File: src/rtl/trigger_txn_sequencer_if.sv
`default_nettype none
// ============================================================================
// Module  : trigger_txn_sequencer_if
// Brief   : Command/response bundle between the trigger sequencer and the
//           bus initiator command port.
// Revision: 1.0 - initial release
// ============================================================================
interface trigger_txn_sequencer_if #(
    parameter int ADDR_W = 16,
    parameter int DATA_W = 8
);
    logic              cmd_valid;
    logic              cmd_ready;
    logic              cmd_write;
    logic [ADDR_W-1:0] cmd_addr;
    logic [DATA_W-1:0] cmd_wdata;
    logic              rsp_valid;
    logic [DATA_W-1:0] rsp_rdata;

    modport master (
        output cmd_valid, cmd_write, cmd_addr, cmd_wdata,
        input  cmd_ready, rsp_valid, rsp_rdata
    );

    modport slave (
        input  cmd_valid, cmd_write, cmd_addr, cmd_wdata,
        output cmd_ready, rsp_valid, rsp_rdata
    );
endinterface
`default_nettype wire

File: src/rtl/trigger_txn_sequencer.sv
`default_nettype none
// ============================================================================
// Module  : trigger_txn_sequencer
// Brief   : Debounces the trigger button; each press issues a write of
//           WR_DATA to TGT_ADDR then a readback, shows the read data on leds
//           and raises a sticky err on mismatch. Optional response timeout
//           enabled by `define TRIG_SEQ_TIMEOUT_EN.
// Revision: 1.0 - initial release
// ============================================================================
module trigger_txn_sequencer #(
    parameter int                 ADDR_W       = 16,
    parameter int                 DATA_W       = 8,
    parameter logic [ADDR_W-1:0]  TGT_ADDR     = ADDR_W'(16'h8010),
    parameter logic [DATA_W-1:0]  WR_DATA      = DATA_W'(8'hA5),
    parameter int                 DEBOUNCE_CYC = 4,
    parameter int                 RSP_TIMEOUT  = 4096
) (
    input  wire logic                  clk,
    input  wire logic                  rst,
    input  wire logic                  btn_trigger,
    trigger_txn_sequencer_if.master    bus,
    output logic [DATA_W-1:0]          leds,
    output logic                       busy,
    output logic                       err
);

    localparam int DB_W = $clog2(DEBOUNCE_CYC + 1);
    localparam logic [DB_W-1:0] c_db_last = DB_W'(DEBOUNCE_CYC - 1);

    localparam logic [2:0] c_st_idle    = 3'd0;
    localparam logic [2:0] c_st_wr_cmd  = 3'd1;
    localparam logic [2:0] c_st_wr_wait = 3'd2;
    localparam logic [2:0] c_st_rd_cmd  = 3'd3;
    localparam logic [2:0] c_st_rd_wait = 3'd4;

    logic [DB_W-1:0]   r_db_cnt;
    logic              r_stable;
    logic              r_stable_d;
    logic              w_press;
    logic [2:0]        r_state;
    logic [2:0]        w_next;
    logic              w_in_wait;
    logic              w_timeout;
    logic [DATA_W-1:0] r_leds;
    logic              r_err;

    logic              w_cmd_valid;
    logic              w_cmd_write;
    logic [ADDR_W-1:0] w_cmd_addr;
    logic [DATA_W-1:0] w_cmd_wdata;
    logic              w_busy;

    // The raw level must disagree with the accepted level for DEBOUNCE_CYC
    // consecutive cycles before it is taken; any agreement restarts the count.
    always_ff @(posedge clk) begin
        if (rst) begin
            r_db_cnt   <= '0;
            r_stable   <= 1'b0;
            r_stable_d <= 1'b0;
        end else begin
            r_stable_d <= r_stable;
            if (btn_trigger != r_stable) begin
                if (r_db_cnt == c_db_last) begin
                    r_stable <= btn_trigger;
                    r_db_cnt <= '0;
                end else begin
                    r_db_cnt <= r_db_cnt + 1'b1;
                end
            end else begin
                r_db_cnt <= '0;
            end
        end
    end

    assign w_press   = r_stable & ~r_stable_d;
    assign w_in_wait = (r_state == c_st_wr_wait) || (r_state == c_st_rd_wait);

`ifdef TRIG_SEQ_TIMEOUT_EN
    localparam int TO_W = $clog2(RSP_TIMEOUT + 1);
    localparam logic [TO_W-1:0] c_to_last = TO_W'(RSP_TIMEOUT - 1);

    logic [TO_W-1:0] r_to_cnt;

    // Restarts from zero on every entry into a wait state.
    always_ff @(posedge clk) begin
        if (rst) begin
            r_to_cnt <= '0;
        end else if (w_in_wait && (w_next == r_state)) begin
            r_to_cnt <= r_to_cnt + 1'b1;
        end else begin
            r_to_cnt <= '0;
        end
    end

    assign w_timeout = w_in_wait && !bus.rsp_valid && (r_to_cnt == c_to_last);
`else
    assign w_timeout = 1'b0;
`endif

    always_ff @(posedge clk) begin
        if (rst) begin
            r_state <= c_st_idle;
        end else begin
            r_state <= w_next;
        end
    end

    always_comb begin
        w_next = r_state;
        case (r_state)
            c_st_idle:    if (w_press) w_next = c_st_wr_cmd;
            c_st_wr_cmd:  if (bus.cmd_ready) w_next = c_st_wr_wait;
            c_st_wr_wait: begin
                if (bus.rsp_valid)  w_next = c_st_rd_cmd;
                else if (w_timeout) w_next = c_st_idle;
            end
            c_st_rd_cmd:  if (bus.cmd_ready) w_next = c_st_rd_wait;
            c_st_rd_wait: if (bus.rsp_valid || w_timeout) w_next = c_st_idle;
            default:      w_next = c_st_idle;
        endcase
    end

    always_comb begin
        w_cmd_valid = 1'b0;
        w_cmd_write = 1'b0;
        w_cmd_addr  = '0;
        w_cmd_wdata = '0;
        w_busy      = (r_state != c_st_idle);
        case (r_state)
            c_st_wr_cmd: begin
                w_cmd_valid = 1'b1;
                w_cmd_write = 1'b1;
                w_cmd_addr  = TGT_ADDR;
                w_cmd_wdata = WR_DATA;
            end
            c_st_rd_cmd: begin
                w_cmd_valid = 1'b1;
                w_cmd_addr  = TGT_ADDR;
            end
            default: ;
        endcase
    end

    always_ff @(posedge clk) begin
        if (rst) begin
            r_leds <= '0;
            r_err  <= 1'b0;
        end else if ((r_state == c_st_rd_wait) && bus.rsp_valid) begin
            r_leds <= bus.rsp_rdata;
            r_err  <= r_err | (bus.rsp_rdata != WR_DATA);
        end else if (w_timeout) begin
            r_err  <= 1'b1;
        end
    end

    assign bus.cmd_valid = w_cmd_valid;
    assign bus.cmd_write = w_cmd_write;
    assign bus.cmd_addr  = w_cmd_addr;
    assign bus.cmd_wdata = w_cmd_wdata;
    assign busy          = w_busy;
    assign leds          = r_leds;
    assign err           = r_err;

endmodule
`default_nettype wire

File: src/flat_wrapper.sv
// flat-port wrapper written by rule: the top's interface ports become plain ports
module trigger_txn_sequencer_flat 
#(
    parameter int                 ADDR_W       = 16,
    parameter int                 DATA_W       = 8,
    parameter logic [ADDR_W-1:0]  TGT_ADDR     = ADDR_W'(16'h8010),
    parameter logic [DATA_W-1:0]  WR_DATA      = DATA_W'(8'hA5),
    parameter int                 DEBOUNCE_CYC = 4,
    parameter int                 RSP_TIMEOUT  = 4096
)
  (clk, rst, btn_trigger, leds, busy, err, bus_cmd_valid, bus_cmd_write, bus_cmd_addr, bus_cmd_wdata, bus_cmd_ready, bus_rsp_valid, bus_rsp_rdata);
  trigger_txn_sequencer_if #(.ADDR_W(ADDR_W), .DATA_W(DATA_W)) bus_i ();
  input  wire logic clk;
  input  wire logic rst;
  input  wire logic btn_trigger;
  output logic [DATA_W-1:0] leds;
  output logic busy;
  output logic err;
  output wire logic [$bits(bus_i.cmd_valid)-1:0] bus_cmd_valid;
  output wire logic [$bits(bus_i.cmd_write)-1:0] bus_cmd_write;
  output wire logic [$bits(bus_i.cmd_addr)-1:0] bus_cmd_addr;
  output wire logic [$bits(bus_i.cmd_wdata)-1:0] bus_cmd_wdata;
  input wire logic [$bits(bus_i.cmd_ready)-1:0] bus_cmd_ready;
  input wire logic [$bits(bus_i.rsp_valid)-1:0] bus_rsp_valid;
  input wire logic [$bits(bus_i.rsp_rdata)-1:0] bus_rsp_rdata;
  assign bus_cmd_valid = bus_i.cmd_valid;
  assign bus_cmd_write = bus_i.cmd_write;
  assign bus_cmd_addr = bus_i.cmd_addr;
  assign bus_cmd_wdata = bus_i.cmd_wdata;
  assign bus_i.cmd_ready = bus_cmd_ready;
  assign bus_i.rsp_valid = bus_rsp_valid;
  assign bus_i.rsp_rdata = bus_rsp_rdata;
  trigger_txn_sequencer #(.ADDR_W(ADDR_W), .DATA_W(DATA_W), .TGT_ADDR(TGT_ADDR), .WR_DATA(WR_DATA), .DEBOUNCE_CYC(DEBOUNCE_CYC), .RSP_TIMEOUT(RSP_TIMEOUT)) u_core (.clk(clk), .rst(rst), .btn_trigger(btn_trigger), .bus(bus_i), .leds(leds), .busy(busy), .err(err));
endmodule
File: config.mk
export PLATFORM = sky130hd
export DESIGN_NAME = trigger_txn_sequencer_flat
export DESIGN_NICKNAME = d
export VERILOG_FILES = /design/src/rtl/trigger_txn_sequencer_if.sv /design/src/rtl/trigger_txn_sequencer.sv /design/src/flat_wrapper.sv
export SDC_FILE = /design/constraint.sdc
export NUM_CORES = 1
export LEC_CHECK = 0
export CORE_UTILIZATION = 25
export CTS_CLUSTER_DIAMETER = 60
export DETAILED_ROUTE_END_ITERATION = 10
export PLACE_DENSITY = 0.52
export RECOVER_POWER = 50
export SYNTH_ARGS = -nofsm -noshare
export SYNTH_HDL_FRONTEND = slang
export SYNTH_SLANG_ARGS = --single-unit
File: constraint.sdc
create_clock -name clk -period 1.7 [get_ports clk]
set_input_delay 0.425 -clock clk [delete_from_list [all_inputs] [get_ports clk]]
set_output_delay 0.425 -clock clk [all_outputs]
set_load 0.01 [all_outputs]
==> impl_results.rst <==
.. list-table::
   :header-rows: 1

   * - Metric
     - Value
   * - Power per cell area
     - 646.3 mW/mm2
   * - Hold/Removal Path Class
     - reg -> reg
   * - Number of synthesized register bits
     - 17
   * - Floorplan row count
     - 21
   * - P_leak
     - 0.5392 nW
   * - Wire length of the first global-routing pass
     - 3056 um
   * - Highest routed metal layer
     - met3
   * - RePlAce Congestion
     - 0.8156
   * - Relative area change from synthesis to final layout
     - 32.50%
   * - Final antenna diode count
     - 0
   * - Number of vias after detailed routing
     - 719
   * - Buffers on Ports
     - 30
   * - TritonCTS clock tree
     - done
   * - Number of pins with negative max-slew slack in the final report
     - 0
   * - Clk sink count
     - 17
   * - Endpoint type of the worst setup path
     - flop
   * - Maximum number of pins on one net before global-route repair
     - 11
   * - Clock latency on the worst-skew pair
     - 250 ps
   * - Switching Share
     - 24.24%
   * - Height of the chip
     - 63.55 um
   * - Effective utilization at floorplan
     - 27.31%
   * - Avg Inst Size Synth
     - 9.378 um2
   * - Post-CTS Repair Setup Buffers
     - 0
   * - MaxCap Viol Count
     - 0
   * - Count of cells along the worst hold path
     - 1
   * - Switching pwr
     - 196.7 uW
   * - Int Pwr
     - 614.5 uW
   * - Sequential area share after synthesis
     - 35.93%
   * - Most instantiated flip-flop cell in the synthesis netlist
     - sky130_fd_sc_hd__dfxtp_1
   * - Ratio of routed vias to standard cells
     - 4.039
   * - Largest area contributor in the netlist
     - sky130_fd_sc_hd__dfxtp_1
   * - Worst hold path endpoint
     - u_core.r_db_cnt[0]
   * - Startpoint type of the worst setup path
     - primary input
   * - Unrepaired setup endpoints after global routing
     - yes
   * - Buffer type at the clock tree root
     - sky130_fd_sc_hd__clkbuf_8
   * - Worst supply voltage drop on vdd
     - 0.5082 mV
   * - Number of global-route vias before repair
     - 697
   * - Number of distinct library cell variants in the gate-level netlist after synthesis
     - 30
   * - Worst-case clock buffer depth
     - 2
   * - Antenna-violating nets left
     - 0
   * - Share of cells above drive strength 1
     - 10.61%
   * - Worst reg-to-reg path cell count
     - 5
   * - DRC violation count after routing
     - 0
   * - Post-placement cell area
     - 0.001232 mm2
   * - Final critical-path share of the clock period
     - 95.24%
   * - Netlist area before placement
     - 947.2 um2
   * - Floorplan die width
     - 63.55 um
   * - Total length of routed met3 wires
     - 121 um
   * - Maximum operating frequency
     - 0.6176 GHz
   * - Residual overflow from global routing
     - 0
   * - Cts bufs inserted
     - 3
   * - Final Skew
     - 3.894 ps
   * - Total number of nets in the final design
     - 148
   * - Power share of the clock group
     - 37.6%
   * - Detailed placer's ending HPWL
     - 1421 um
   * - Origin of the worst min-delay path
     - u_core.r_db_cnt[0]
   * - Number of synthesized flops with an enable pin
     - 0
   * - Routed met2 length
     - 872 um
   * - Yosys warnings
     - 0
   * - Average detailed-routed wire length per instance
     - 10.05 um
   * - Post-route met1 wirelength
     - 795 um
   * - GR Util All Layers
     - 9.500%
   * - Number of hold buffers added after cts
     - 0
   * - Kind of critical path
     - in -> reg
   * - Setup violation total in the final timing report
     - 0
   * - Initial antenna violation count
     - 0
   * - Result of the run
     - finished, final reports clean
   * - Core Region
     - 0.003468 mm2
   * - Combined area of the multi-input logic cells
     - 456.7 um2
   * - Worst R2R Start
     - u_core.r_state[1]
   * - Post-layout util
     - 36.18%
   * - Resized Gates After CTS
     - 11
   * - Post-synth ARST share
     - 0%
   * - Combinational share of power
     - 12.1%
   * - Full die area
     - 0.004039 mm2
   * - Total detailed-routing wirelength
     - 1789 um
   * - Maximum level of the CTS H-tree
     - 1
   * - Minimum period implied by the final worst setup slack
     - 1619 ps
   * - Io pins
     - 49
   * - Total of fill cells in the finished design
     - 375
   * - Worst EP arrival
     - 1760 ps
   * - Total count of hold-check failures in the final report
     - 0
   * - Post-layout instance area
     - 0.001255 mm2
   * - Clk slew on worst S/H paths
     - 70 ps
   * - Top area cells in the synthesized netlist
     - sky130_fd_sc_hd__dfxtp_1, sky130_fd_sc_hd__buf_4, sky130_fd_sc_hd__mux2i_1, sky130_fd_sc_hd__nor2_1, sky130_fd_sc_hd__ha_1
   * - Number of cells produced by synthesis
     - 101
   * - Post-route setup TNS
     - 0 ps
   * - Worst EP required
     - 1840 ps
   * - Number of instances in the placed design
     - 174
   * - Maximum fanout along the worst path
     - 9
   * - First-pass iteration count of the detailed router
     - 3
   * - FF+latch area
     - 340.3 um2
   * - Reg-to-reg critical path endpoint
     - u_core.leds[7]
   * - Register-to-register setup slack
     - 170 ps
   * - Number of cells in the finished layout apart from fillers
     - 178
   * - Share of Yosys cell area claimed by the top area cell type
     - 35.93%
   * - Fraction of power consumed by sequential logic
     - 50.3%
   * - Initial drt markers
     - 5
[routing by layer]
layer  up-vias  global-route usage (%)
met2        29                   16.22
met1       329                   11.16
met5         -                       0
met4         0                  0.8523
li1        361                       -
met3         0                   4.348
[cell usage after synthesis, types with 2 or more instances]
master,instances
sky130_fd_sc_hd__ha_1,2
sky130_fd_sc_hd__buf_4,25
sky130_fd_sc_hd__inv_1,4
sky130_fd_sc_hd__buf_6,2
sky130_fd_sc_hd__nor2b_1,4
sky130_fd_sc_hd__dfxtp_1,17
sky130_fd_sc_hd__nor2_1,13
sky130_fd_sc_hd__a21oi_1,2
sky130_fd_sc_hd__mux2i_1,9
sky130_fd_sc_hd__nand2b_1,2
sky130_fd_sc_hd__nor3_1,2
[final cells by class]
| class | count | area share (%) |
|---|---|---|
| inverters | 4 | 1.196 |
| well taps | 46 | 4.586 |
| clock buffers | 3 | 3.290 |
| repair buffers | 38 | 27.02 |
| multi-input cells | 69 | 36.39 |
| clock inverters | 1 | 0.3988 |
| flip-flops and latches | 17 | 27.12 |
[state kept, by name, indices dropped and copies added, names as in the netlist]
register / flops
u_core.err: 1
u_core.leds: 8
u_core.r_state: 3
u_core.r_stable_d: 1
u_core.r_stable: 1
u_core.r_db_cnt: 3
[power by group through the flow]
| stage | sequential [mW] | combinational, mW | clock, mW |
|---|---|---|---|
| 2_1_floorplan | 0.418 | 0.0780 | 0 |
| 3_5_place_dp | 0.417 | 0.105 | 0 |
| 6_report | 0.408 | 0.0985 | 0.305 |
| 4_1_cts | 0.408 | 0.103 | 0.317 |
| 5_1_grt | 0.408 | 0.108 | 0.338 |
| 3_3_place_gp | 0.416 | 0.103 | 0 |
[worst max-delay path, stage by stage]
cell,delay [ps]
sky130_fd_sc_hd__dlygate4sd3_1,540
sky130_fd_sc_hd__and4bb_1,210
sky130_fd_sc_hd__clkbuf_2,290
sky130_fd_sc_hd__mux2i_1,240
sky130_fd_sc_hd__nor2_1,60
[metrics by stage]
stage | hold slack (ps) | total power [mW] | setup WS, ps
after floorplan | 399.0 | 0.4957 | 115.7
after global placement | 408.9 | 0.5200 | 14.51
after detailed placement | 419.0 | 0.5212 | 3.698
after CTS | 429.3 | 0.8274 | 54.88
after global routing | 448.5 | 0.8542 | -14.23
final | 423.7 | 0.8111 | 80.87
[how the worst max path moves through the flow]
stage                           start          endpoint  slack (ps)
detailed placement   bus_rsp_rdata[3]        u_core.err           4
finish                  bus_rsp_valid    u_core.leds[7]          80
global placement     bus_rsp_rdata[3]        u_core.err          10
CTS                 u_core.r_state[0]              busy          50
global route        u_core.r_state[0]  bus_cmd_wdata[0]         -10
floorplan           u_core.r_state[0]  bus_cmd_wdata[0]         120
[placed cells by master, fill, tap and decap left out, types with 2 or more instances in the layout]
| cell | n |
|---|---|
| sky130_fd_sc_hd__conb_1 | 18 |
| sky130_fd_sc_hd__nor2b_1 | 2 |
| sky130_fd_sc_hd__nor2_1 | 13 |
| sky130_fd_sc_hd__clkdlybuf4s50_1 | 19 |
| sky130_fd_sc_hd__nand2b_1 | 2 |
| sky130_fd_sc_hd__dlygate4sd3_1 | 2 |
| sky130_fd_sc_hd__nor3b_1 | 2 |
| sky130_fd_sc_hd__a21oi_1 | 2 |
| sky130_fd_sc_hd__buf_4 | 5 |
| sky130_fd_sc_hd__ha_1 | 2 |
| sky130_fd_sc_hd__inv_1 | 4 |
| sky130_fd_sc_hd__dfxtp_1 | 17 |
| sky130_fd_sc_hd__clkbuf_1 | 2 |
| sky130_fd_sc_hd__mux2i_1 | 9 |
| sky130_fd_sc_hd__clkbuf_8 | 3 |
| sky130_fd_sc_hd__dlygate4sd2_1 | 9 |
[logic make-up (layout without fill, tap and decap cells)]
family / Yosys count / in the layout / synth area share, %
AND/OR/NAND/NOR: 29 / 29 / 17.57
buffers and inverters: 32 / 46 / 24.17
AO/OA/AOI/OAI: 9 / 9 / 7.926
adder cells (fa/ha/maj): 2 / 2 / 2.642
other: 1 / 18 / 0.3959
flip-flops: 17 / 17 / 35.93
XOR/XNOR: 2 / 2 / 1.850
multiplexers: 9 / 9 / 9.512
(Power assumes the default switching activity.)
